$ cat src/rtl/shwr_integral_ctrl_if.sv
// Result stream interface for shwr_integral_ctrl.
// One transfer per rising edge where OUT_VALID and OUT_READY are both high.
//   master (controller): drives OUT_VALID, OUT_CHAN, OUT_INTEGRAL, OUT_PEAK, OUT_SAT; samples OUT_READY
//   slave  (consumer)  : drives OUT_READY; samples the rest
`ifndef SHWR_AREA_WIDTH
`define SHWR_AREA_WIDTH 19
`endif
`ifndef ADC_WIDTH
`define ADC_WIDTH 12
`endif

interface shwr_integral_ctrl_if #(
  parameter int AW = `SHWR_AREA_WIDTH,
  parameter int PW = `ADC_WIDTH
);
  logic          OUT_VALID;
  logic          OUT_READY;
  logic [2:0]    OUT_CHAN;
  logic [AW-1:0] OUT_INTEGRAL;
  logic [PW-1:0] OUT_PEAK;
  logic          OUT_SAT;

  modport master (
    output OUT_VALID, OUT_CHAN, OUT_INTEGRAL, OUT_PEAK, OUT_SAT,
    input  OUT_READY
  );

  modport slave (
    input  OUT_VALID, OUT_CHAN, OUT_INTEGRAL, OUT_PEAK, OUT_SAT,
    output OUT_READY
  );
endinterface

$ cat src/rtl/shwr_integral_ctrl.sv
// Sequencer for NCH shwr_integral channels: on an accepted trigger it holds
// TRIGGERED high for a WIN_LEN-cycle window plus one capture cycle, snapshots
// every channel's INTEGRAL/PEAK/SATURATED, then streams the snapshot out one
// channel per transfer.
// Ports:
//   CLK120       single clock, rising edge
//   RESET        synchronous, active-high
//   ENABLE       arms acceptance of new triggers
//   TRIG_IN      level-sampled trigger request
//   INTEGRAL_IN  per-channel integral, channel k at [k*AW +: AW]
//   PEAK_IN      per-channel peak, channel k at [k*PW +: PW]
//   SAT_IN       per-channel saturation flag
//   TRIGGERED    common TRIGGERED to all channels
//   HILO         constant per-channel gain selection (HILO_MASK)
//   BUSY         high whenever the sequencer is not idle
//   MISSED       saturating count of rejected trigger cycles
//   out_if       result stream (master side)
`ifndef SHWR_AREA_WIDTH
`define SHWR_AREA_WIDTH 19
`endif
`ifndef ADC_WIDTH
`define ADC_WIDTH 12
`endif

module shwr_integral_ctrl #(
  parameter int              NCH       = 6,
  parameter logic [15:0]     WIN_LEN   = 16'd2048,
  parameter logic [NCH-1:0]  HILO_MASK = 6'b101010,
  parameter int              AW        = `SHWR_AREA_WIDTH,
  parameter int              PW        = `ADC_WIDTH
) (
  input  logic                CLK120,
  input  logic                RESET,
  input  logic                ENABLE,
  input  logic                TRIG_IN,
  input  logic [NCH*AW-1:0]   INTEGRAL_IN,
  input  logic [NCH*PW-1:0]   PEAK_IN,
  input  logic [NCH-1:0]      SAT_IN,
  output logic                TRIGGERED,
  output logic [NCH-1:0]      HILO,
  output logic                BUSY,
  output logic [15:0]         MISSED,
  shwr_integral_ctrl_if.master out_if
);

  typedef enum logic [1:0] {
    S_IDLE,
    S_INTEG,
    S_CAPTURE,
    S_DRAIN
  } state_t;

  localparam logic [2:0] LAST_CHAN = 3'(NCH - 1);

  state_t         state, state_nxt;
  logic [15:0]    cnt;
  logic [2:0]     chan;
  logic [AW-1:0]  sh_int  [NCH];
  logic [PW-1:0]  sh_peak [NCH];
  logic [NCH-1:0] sh_sat;

  logic accept;
  logic xfer;
  logic last_xfer;
  logic out_valid;

  assign HILO      = HILO_MASK;
  assign accept    = (state == S_IDLE) && TRIG_IN && ENABLE;
  assign out_valid = (state == S_DRAIN);
  assign xfer      = out_valid && out_if.OUT_READY;
  assign last_xfer = xfer && (chan == LAST_CHAN);

  always_comb begin
    state_nxt = state;
    TRIGGERED = 1'b0;
    BUSY      = 1'b1;
    unique case (state)
      S_IDLE: begin
        BUSY = 1'b0;
        if (accept) state_nxt = S_INTEG;
      end
      S_INTEG: begin
        TRIGGERED = 1'b1;
        if (cnt == WIN_LEN - 16'd1) state_nxt = S_CAPTURE;
      end
      S_CAPTURE: begin
        TRIGGERED = 1'b1;
        state_nxt = S_DRAIN;
      end
      S_DRAIN: begin
        if (last_xfer) state_nxt = S_IDLE;
      end
      default: state_nxt = S_IDLE;
    endcase
  end

  always_ff @(posedge CLK120) begin
    if (RESET) begin
      state  <= S_IDLE;
      cnt    <= '0;
      chan   <= '0;
      MISSED <= '0;
      sh_sat <= '0;
      for (int unsigned i = 0; i < NCH; i++) begin
        sh_int[i]  <= '0;
        sh_peak[i] <= '0;
      end
    end else begin
      state <= state_nxt;

      if (state == S_INTEG) cnt <= cnt + 16'd1;
      else                  cnt <= '0;

      if (state == S_CAPTURE) begin
        chan   <= '0;
        sh_sat <= SAT_IN;
        for (int unsigned i = 0; i < NCH; i++) begin
          sh_int[i]  <= INTEGRAL_IN[i*AW +: AW];
          sh_peak[i] <= PEAK_IN[i*PW +: PW];
        end
      end else if (xfer) begin
        chan <= last_xfer ? 3'd0 : chan + 3'd1;
      end

      // Any asserted trigger cycle that does not start an event is a miss,
      // including the cycle that closes the drain.
      if (TRIG_IN && !accept && (MISSED != 16'hFFFF))
        MISSED <= MISSED + 16'd1;
    end
  end

  assign out_if.OUT_VALID    = out_valid;
  assign out_if.OUT_CHAN     = chan;
  assign out_if.OUT_INTEGRAL = sh_int[chan];
  assign out_if.OUT_PEAK     = sh_peak[chan];
  assign out_if.OUT_SAT      = sh_sat[chan];

endmodule

$ cat src/flat_wrapper.sv
// flat-port wrapper written by rule: the top's interface ports become plain ports
module shwr_integral_ctrl_flat 
#(
  parameter int              NCH       = 6,
  parameter logic [15:0]     WIN_LEN   = 16'd2048,
  parameter logic [NCH-1:0]  HILO_MASK = 6'b101010,
  parameter int              AW        = `SHWR_AREA_WIDTH,
  parameter int              PW        = `ADC_WIDTH
)
  (CLK120, RESET, ENABLE, TRIG_IN, INTEGRAL_IN, PEAK_IN, SAT_IN, TRIGGERED, HILO, BUSY, MISSED, out_if_OUT_VALID, out_if_OUT_CHAN, out_if_OUT_INTEGRAL, out_if_OUT_PEAK, out_if_OUT_SAT, out_if_OUT_READY);
  shwr_integral_ctrl_if #(.AW(AW), .PW(PW)) out_if_i ();
  input  logic CLK120;
  input  logic RESET;
  input  logic ENABLE;
  input  logic TRIG_IN;
  input  logic [NCH*AW-1:0] INTEGRAL_IN;
  input  logic [NCH*PW-1:0] PEAK_IN;
  input  logic [NCH-1:0] SAT_IN;
  output logic TRIGGERED;
  output logic [NCH-1:0] HILO;
  output logic BUSY;
  output logic [15:0] MISSED;
  output wire logic [$bits(out_if_i.OUT_VALID)-1:0] out_if_OUT_VALID;
  output wire logic [$bits(out_if_i.OUT_CHAN)-1:0] out_if_OUT_CHAN;
  output wire logic [$bits(out_if_i.OUT_INTEGRAL)-1:0] out_if_OUT_INTEGRAL;
  output wire logic [$bits(out_if_i.OUT_PEAK)-1:0] out_if_OUT_PEAK;
  output wire logic [$bits(out_if_i.OUT_SAT)-1:0] out_if_OUT_SAT;
  input wire logic [$bits(out_if_i.OUT_READY)-1:0] out_if_OUT_READY;
  assign out_if_OUT_VALID = out_if_i.OUT_VALID;
  assign out_if_OUT_CHAN = out_if_i.OUT_CHAN;
  assign out_if_OUT_INTEGRAL = out_if_i.OUT_INTEGRAL;
  assign out_if_OUT_PEAK = out_if_i.OUT_PEAK;
  assign out_if_OUT_SAT = out_if_i.OUT_SAT;
  assign out_if_i.OUT_READY = out_if_OUT_READY;
  shwr_integral_ctrl #(.NCH(NCH), .WIN_LEN(WIN_LEN), .HILO_MASK(HILO_MASK), .AW(AW), .PW(PW)) u_core (.CLK120(CLK120), .RESET(RESET), .ENABLE(ENABLE), .TRIG_IN(TRIG_IN), .INTEGRAL_IN(INTEGRAL_IN), .PEAK_IN(PEAK_IN), .SAT_IN(SAT_IN), .TRIGGERED(TRIGGERED), .HILO(HILO), .BUSY(BUSY), .MISSED(MISSED), .out_if(out_if_i));
endmodule
$ cat config.mk
export PLATFORM = sky130hd
export DESIGN_NAME = shwr_integral_ctrl_flat
export DESIGN_NICKNAME = d
export VERILOG_FILES = /design/src/rtl/shwr_integral_ctrl_if.sv /design/src/rtl/shwr_integral_ctrl.sv /design/src/flat_wrapper.sv
export SDC_FILE = /design/constraint.sdc
export NUM_CORES = 1
export LEC_CHECK = 0
export CAP_MARGIN = 25
export CELL_PAD_IN_SITES_DETAIL_PLACEMENT = 1
export CELL_PAD_IN_SITES_GLOBAL_PLACEMENT = 1
export CORE_MARGIN = 4
export CORE_UTILIZATION = 41
export CTS_BUF_LIST = sky130_fd_sc_hd__clkbuf_2
export DETAILED_ROUTE_END_ITERATION = 7
export GPL_TIMING_DRIVEN = 0
export PLACE_DENSITY = 0.88
export SLEW_MARGIN = 20
export SYNTH_ARGS = -nofsm -noshare
export SYNTH_HDL_FRONTEND = slang
export SYNTH_SLANG_ARGS = --single-unit
$ cat constraint.sdc
create_clock -name CLK120 -period 5.3 [get_ports CLK120]
set_input_delay 0.53 -clock CLK120 [delete_from_list [all_inputs] [get_ports CLK120]]
set_output_delay 0.53 -clock CLK120 [all_outputs]
set_load 0.02 [all_outputs]
# [Yosys cells after proc, flatten, opt, wreduce, memory -nomap -nowiden]
# Memory sizes are Yosys's and may differ from the RTL's. A register that Yosys moved wholly into a read port is not among the register bits.
# Cells that the tools add are included.
[totals] register_bits=43 ram_bits=186 out_inout_bits=60 word_cells=75 memories=2
[op_classes] addsub=3 order_cmp=1 eq_ne=9 muxes=30 bitwise_logic=13 n_reduce_logical=12
[memory_table] name="u_core.sh_int" words=6 width=19 rd=1 rd_clocked_by_memory_dff=1 write_ports=6 line_no="shwr_integral_ctrl.sv:58" rtl="logic [AW-1:0] sh_int [NCH];"
[memory_table] name="u_core.sh_peak" words=6 width=12 rd=1 rd_clocked_by_memory_dff=1 write_ports=6 line_no="shwr_integral_ctrl.sv:59" rtl="logic [PW-1:0] sh_peak [NCH];"
[op_table] operator="two-way mux 19 bit" count=6
[op_table] operator="two-way mux 12 bit" count=6
[op_table] operator="adder 16 x 1 -> 16 bit (second input constant)" count=2
[op_table] operator="equality test 16 x 11 -> 1 bit (second input constant)" count=1
[op_table] operator="!= test 16 bit (second input constant)" count=1
[op_table] operator="two-way mux 3 bit" count=5
[op_table] operator="OR 1 bit" count=12
[op_table] operator="two-way mux 1 bit" count=8
[op_table] operator="case mux 2 bit (4 select lines)" count=1
[op_table] operator="logical AND 1 bit" count=6
[op_table] operator="two-way mux 2 bit" count=3
[op_table] operator="!= test 2 x 1 -> 1 bit (second input constant)" count=3
[op_table] operator="OR reduction 2 bit" count=3
[op_table] operator="equality test 2 bit (second input constant)" count=2
[op_table] operator="less-than comparator 3 x 4 -> 1 bit (second input constant)" count=1
[op_table] operator="adder 3 x 1 -> 3 bit (second input constant)" count=1
[op_table] operator="binary-select mux 1 bit (select 3 bit)" count=1
[op_table] operator="equality test 3 bit (second input constant)" count=1
[op_table] operator="AND reduction 3 bit" count=1
[op_table] operator="equality test 2 x 1 -> 1 bit (second input constant)" count=1
[op_table] operator="logical NOT 2 bit" count=1
[op_table] operator="logical NOT 1 bit" count=1
[op_table] operator="NOT 1 bit" count=1

# [Longest topological paths before layout]
# Gate-level depths: netlist of the first run.
[depth] word_depth=6 ltp_mapped=7

# [Least setup slack after synthesis of the first run]
# OpenSTA, ideal clock, no wires.
[synth_path] path_type="register to register" startpoint="register u_core.state[0]" endpoint="memory u_core.sh_int[0][0] (netlist bit), enable pin" arrival_ps=3237 t_required_ps=4830 path_slack_ps=1594 path_stages_with_launch=5 n_path_buf=1 period_less_slack_ps=3706 cell_sequence="dfxtp_1 -> inv_1 -> ha_1 -> clkbuf_1 -> or2_2"
[synth_rtl] item="start: declaration" line_no="shwr_integral_ctrl.sv:55" rtl="state_t state, state_nxt;"
[synth_rtl] item="start signal: assignment" line_no="shwr_integral_ctrl.sv:109" rtl="state <= state_nxt;"
[synth_rtl] item="end: declaration" line_no="shwr_integral_ctrl.sv:58"

==> impl_metrics.ini, run 1 <==
[run_status]
status = completed

[yosys]
ys_seq_area_share_pct = 62.7
synth_area_leaders = edfxtp_1 (54%), and2_1 (11%), dfxtp_1 (8.9%)
yosysWarnings = 0
synthCells = 782
ys_seq_elements = 232
yosysUniqueCellTypes = 41
yosys.area.top_type = edfxtp_1
avgSynthCellArea_sq_um = 13.3
syn_area_sq_um = 10400
synth_top_cell_area_share_pct = 53.9

[final_layout]
final_cell_mix = clkdlybuf4s50_1 (249), and2_1 (186), edfxtp_1 (186)
nets = 1305
post-route-util_pct = 56.3
drive_gt1_share_pct = 13.0
instances_no_fill = 1466
seq_area_sq_um = 6510
layout_commonest_cell = clkdlybuf4s50_1
multiInputGateArea_sq_um = 3610
fill_cells = 2566
areaGrowthSynthToFinish_pct = 33.6

[timing]
setup_viol = 0
fin_crit_sh_pct = 77.9
grt_setup_unrepaired = no
max-slew-margin-rel_pct = 42.5
period_needed_ns = 4.13
fin_worst_skew_ns = 0.0521
finalHoldViolCount = 0
finalSetupTns_ns = 0
slew_viol_final = 0
hold_slack_ns = 0.332
fmax_mhz = 242
tightest_slew_ns = 0.856

[critical_path]
rr_startpoint = u_core.state[0]
path_max_fanout = 10
ff2ff_setup_slack_ns = 2.34
endpoint_kind = primary output
cp-start-kind = register
rr_endpoint = u_core.sh_int[5][11]
path_class = register to primary output
arrival_ns = 3.60
worst_ep_required_time_ns = 4.77
worst_r2r_path_depth = 7

[hold_path]
hold_depth = 2
hold_end = u_core.sh_peak[3][0]
hold_class = input port to register
min-delay-start = PEAK_IN[36]

[routing]
wl_per_cell_um = 21.5
vias_per_cell = 5.15
vias = 7551
ant_nets = 0
first_pass_iters = 5
routed_wl_um = 31600
drcViolationCount = 0
initialDrtViolationCount = 391

[power]
ir_worst_vdd_mv = 0.177
powerDensity_nw_per_um2 = 327
p_leak_nw = 4.98

[die]
die_y_um = 167
fp.dieW_um = 167
io_pins = 257
start_util_pct = 42.1
dieArea_sq_um = 27900
rows = 57
core_area_sq_um = 24600

[clock_tree]
cts.clk_slew.worst_paths_ns = 0.13
clockBufferDepth = 3
cts_setup_buffers = 0
root_buffer = clkbuf_2
cts_resized = 0
cts_tree = done
clk_latency_ns = 0.83
cts_buffers = 59
h-tree-depth = 2
cts.sinks = 232

[global_routing]
grt_max_degree = 60
grt_pass1_vias = 8413
grt_usage_pct = 22.4
globalRoute.totalOverflow = 0
antenna_found_initial = 8
grt_pass1_wl_um = 48100

[place]
hpwlAfterDp_um = 23600
place_inst = 1362
gp_congestion = 0.831
port_buffers = 249

[flow_run]
drv_cap = 0
cell usage after synthesis (all sizes together):
cell,n
clkbuf,30
nor2b,1
o41ai,3
ha,8
o31ai,8
or4,8
nand2,18
nand3b,1
mux4,32
nor2,53
xor2,3
o21ai,12
mux2i,40
inv,9
or2,1
a21oi,51
and3,4
nand4,8
dfxtp,46
conb,2
nand3,10
buf,23
a21boi,1
and4,1
and2,186
edfxtp,186
nor3,6
nand4b,1
a22oi,1
a21bo,1
xnor2,8
nor4,5
or4b,1
o311ai,3
a211oi,2
or3,9
critical path, cell delays in order (launching register included):
cell and delay, ns:
dfxtp_1 0.32, clkbuf_1 0.51, buf_2 0.46, buf_2 0.44
mux2i_1 0.18, a21oi_1 0.23, clkdlybuf4s50_1 0.64
cells by family (layout without fill, tap and decap cells):
family	after synthesis	after routing	synth area share, %
mux	72	72	10.8
fa+ha+maj	8	8	0.965
flops	232	232	62.7
simple gates	313	313	17.3
other cells	2	13	0.0724
buf+inv	62	411	2.61
xor+xnor	11	11	0.929
compound gates	82	82	4.57
flip-flops by register name (all words and copies together), names as in the netlist, named ones only:
register                count
u_core.sh_int             114
u_core.sh_peak             72
u_core.MISSED              16
u_core.cnt                 16
u_core.sh_sat               6
u_core.out_if.OUT_CHAN      3
u_core.state                2
timing repair:
item,in CTS,in global routing
hold buffers,1,0
hold endpoints to repair,2,0
endpoints found under the setup margin,0,0
routing by layer:
layer | vias up | part of all wire (%) | GRT usage (%)
li1 | 3485 | - | -
met1 | 3755 | 39 | 26.7
met2 | 241 | 52 | 39.5
met3 | 66 | 5.8 | 5.17
met4 | 4 | 3.2 | 8.29
met5 | - | 0.092 | 0
per-stage QoR:
| stage | total power, mW | area [sq um] | worst slack [ns] |
|---|---|---|---|
| 3_3_place_gp | 3.37 | 13300 | 0.568 |
| 5_1_grt | 4.77 | 13900 | 0.812 |
| 6_report | 4.53 | 13900 | 1.17 |
| 2_1_floorplan | 2.93 | 10400 | 1.59 |
| 3_5_place_dp | 3.43 | 13400 | 1.91 |
| 4_1_cts | 4.59 | 13800 | 0.965 |
area by class of cell:
class                           instances  area share [%]
Antenna cell                            7           0.126
Buffer                                 53            1.71
Multi-Input combinational cell        492            26.0
Timing Repair Buffer                  253            18.6
Tap cell                              324            2.93
Inverter                                9           0.244
Clock inverter                          9           0.253
Sequential cell                       232            47.0
Clock buffer                           87            3.14
where the power goes:
| part | total (mW) | leakage [nW] | internal, mW | switching [mW] |
|---|---|---|---|---|
| clock | 1.14 | 0.386 | 0.429 | 0.714 |
| combinational | 0.981 | 2.29 | 0.464 | 0.517 |
| sequential | 2.40 | 2.30 | 2.31 | 0.0924 |
worst max path at each step:
| stage | startpoint | to | slack, ns | cells after the start |
|---|---|---|---|---|
| 6_report | register | out_if_OUT_PEAK[3] | 1.17 | 6 |
| 5_1_grt | register | out_if_OUT_PEAK[8] | 0.81 | 6 |
| 4_1_cts | register | out_if_OUT_PEAK[8] | 0.96 | 6 |
| 3_5_place_dp | register | out_if_OUT_PEAK[8] | 1.91 | 6 |
| 3_3_place_gp | u_core.state[0] | register | 0.57 | 5 |
| 2_1_floorplan | u_core.state[0] | u_core.sh_int[0][0] | 1.59 | 4 |
(Power assumes the default switching activity.)
==> inputs of run 2 (changes only) <==
Clock period 5.3 ns to 4.1 ns, I/O delays scaled along.
==> impl_metrics.ini, run 2 (synthesis gave the netlist of run 1 again) <==
[run_status]
status = completed

[final_layout]
areaGrowthSynthToFinish_pct = 33.6
stdcell_area_sq_um = 13900
top_register = u_core.sh_int
layout_commonest_cell = clkdlybuf4s50_1
largestRegisters = u_core.sh_int x114, u_core.sh_peak x72
post-route-util_pct = 56.3
final_cell_mix = clkdlybuf4s50_1 (249), and2_1 (186), edfxtp_1 (186)
largest_register_ffs = 114
drive_gt1_share_pct = 13.1
nets = 1304

[routing]
vias_per_cell = 5.18
wl_per_cell_um = 21.6
initialDrtViolationCount = 410
routed_wl_um = 31600
vias = 7589
drcViolationCount = 0
ant_nets = 0
first_pass_iters = 5

[die]
die_y_um = 167
io_pins = 257
dieArea_sq_um = 27900
rows = 57
start_util_pct = 42.1
core_area_sq_um = 24600
fp.dieW_um = 167

[critical_path]
cp_top_family = buffers and inverters
path_class = register to primary output
cpMaxStageDelayCell = clkdlybuf4s50_1
crit_chain = buf_2 > buf_2 > mux2i_1 > a21oi_1 > clkdlybuf4s50_1
endpoint_kind = primary output
arrival_ns = 3.22
cp-start-kind = register
cp_slowest_stage_delay_ns = 0.64
path_max_fanout = 10
ff2ff_setup_slack_ns = 1.15
worst_ep_required_time_ns = 3.69
cp_common_cell = buf_2
path_buf_inv = 3

[timing]
hold_slack_ns = 0.217
fin_crit_sh_pct = 88.5
fmax_mhz = 276
finalSetupTns_ns = 0
grt_setup_unrepaired = no
setup_slack_ns = 0.471
period_needed_ns = 3.63
setup_viol = 0
fin_worst_skew_ns = 0.0475
slew_viol_final = 0
max-slew-margin-rel_pct = 41.2
tightest_slew_ns = 0.875
finalHoldViolCount = 0

[global_routing]
grt_pass1_wl_um = 48100
grt_pass1_vias = 8406
antenna_found_initial = 8
globalRoute.totalOverflow = 0
grt_max_degree = 60
grt_usage_pct = 22.4

[clock_tree]
root_buffer = clkbuf_2
cts.clk_slew.worst_paths_ns = 0.13
cts_buffers = 59
clockBufferDepth = 3
cts_tree = done
clk_latency_ns = 0.82
h-tree-depth = 2
cts.sinks = 232

[place]
hpwlAfterDp_um = 23600
dpl_worst_slack_ns = 0.830
placed_cell_area_sq_um = 13400
gp_congestion = 0.831
port_buffers = 249

[hold_path]
hold_class = input port to register

[power]
ir_worst_vdd_mv = 0.228
powerDensity_nw_per_um2 = 422
p_leak_nw = 4.98

[flow_run]
drv_cap = 0
## run 2: path summary, 6_finish.rpt
check                   from              endpoint  cells past startpoint
max                 register    out_if_OUT_PEAK[3]                      5
min              PEAK_IN[36]  u_core.sh_peak[3][0]                      2
max reg2reg  u_core.state[0]  u_core.sh_int[1][17]                      7
min reg2reg    u_core.cnt[0]         u_core.cnt[0]                      1
## run 2: where the power goes
group / leakage (nW) / total (mW) / switching [mW] / internal, mW
Combinational: 2.29 / 1.26 / 0.665 / 0.599
Clock: 0.386 / 1.48 / 0.921 / 0.555
Sequential: 2.30 / 3.11 / 0.121 / 2.99
## run 2: layout make-up
cell class,count,area [sq um]
flip-flops and latches,232,6510
clock buffers,87,435
fillers,2564,10700
clock inverters,9,35.0
well taps,324,405
diodes,8,20.0
plain buffers,52,233
multi-input cells,492,3610
inverters,9,33.8
repair buffers,253,2580
## run 2: per-stage QoR
| stage | std cells | total power, mW |
|---|---|---|
| floorplan | 786 | 3.79 |
| global placement | 1359 | 4.36 |
| detailed placement | 1362 | 4.44 |
| CTS | 1458 | 5.93 |
| global route | 1465 | 6.17 |
| finish | 1466 | 5.85 |
## run 2: repair_timing
action,CTS,global route
endpoints found under the hold margin,14,0
hold buffers,1,0
buffers inserted,0,0
gates resized for setup,0,1
endpoints found under the setup margin,15,5
## run 2: worst register-to-register path, cell delays in order (launching register included)
cell	delay [ns]
dfxtp_1	0.36
inv_1	0.09
ha_1	0.15
clkbuf_1	0.40
or2_4	0.66
buf_16	0.35
buf_12	0.28
buf_16	0.31
## run 2: per-layer routing
| metal | wire (um) | vias to the layer above | track usage [%] |
|---|---|---|---|
| met3 | 1980 | 63 | 5.17 |
| li1 | - | 3478 | - |
| met2 | 16300 | 265 | 39.4 |
| met4 | 987 | 4 | 8.29 |
| met1 | 12300 | 3779 | 26.8 |
| met5 | 29 | - | 0 |
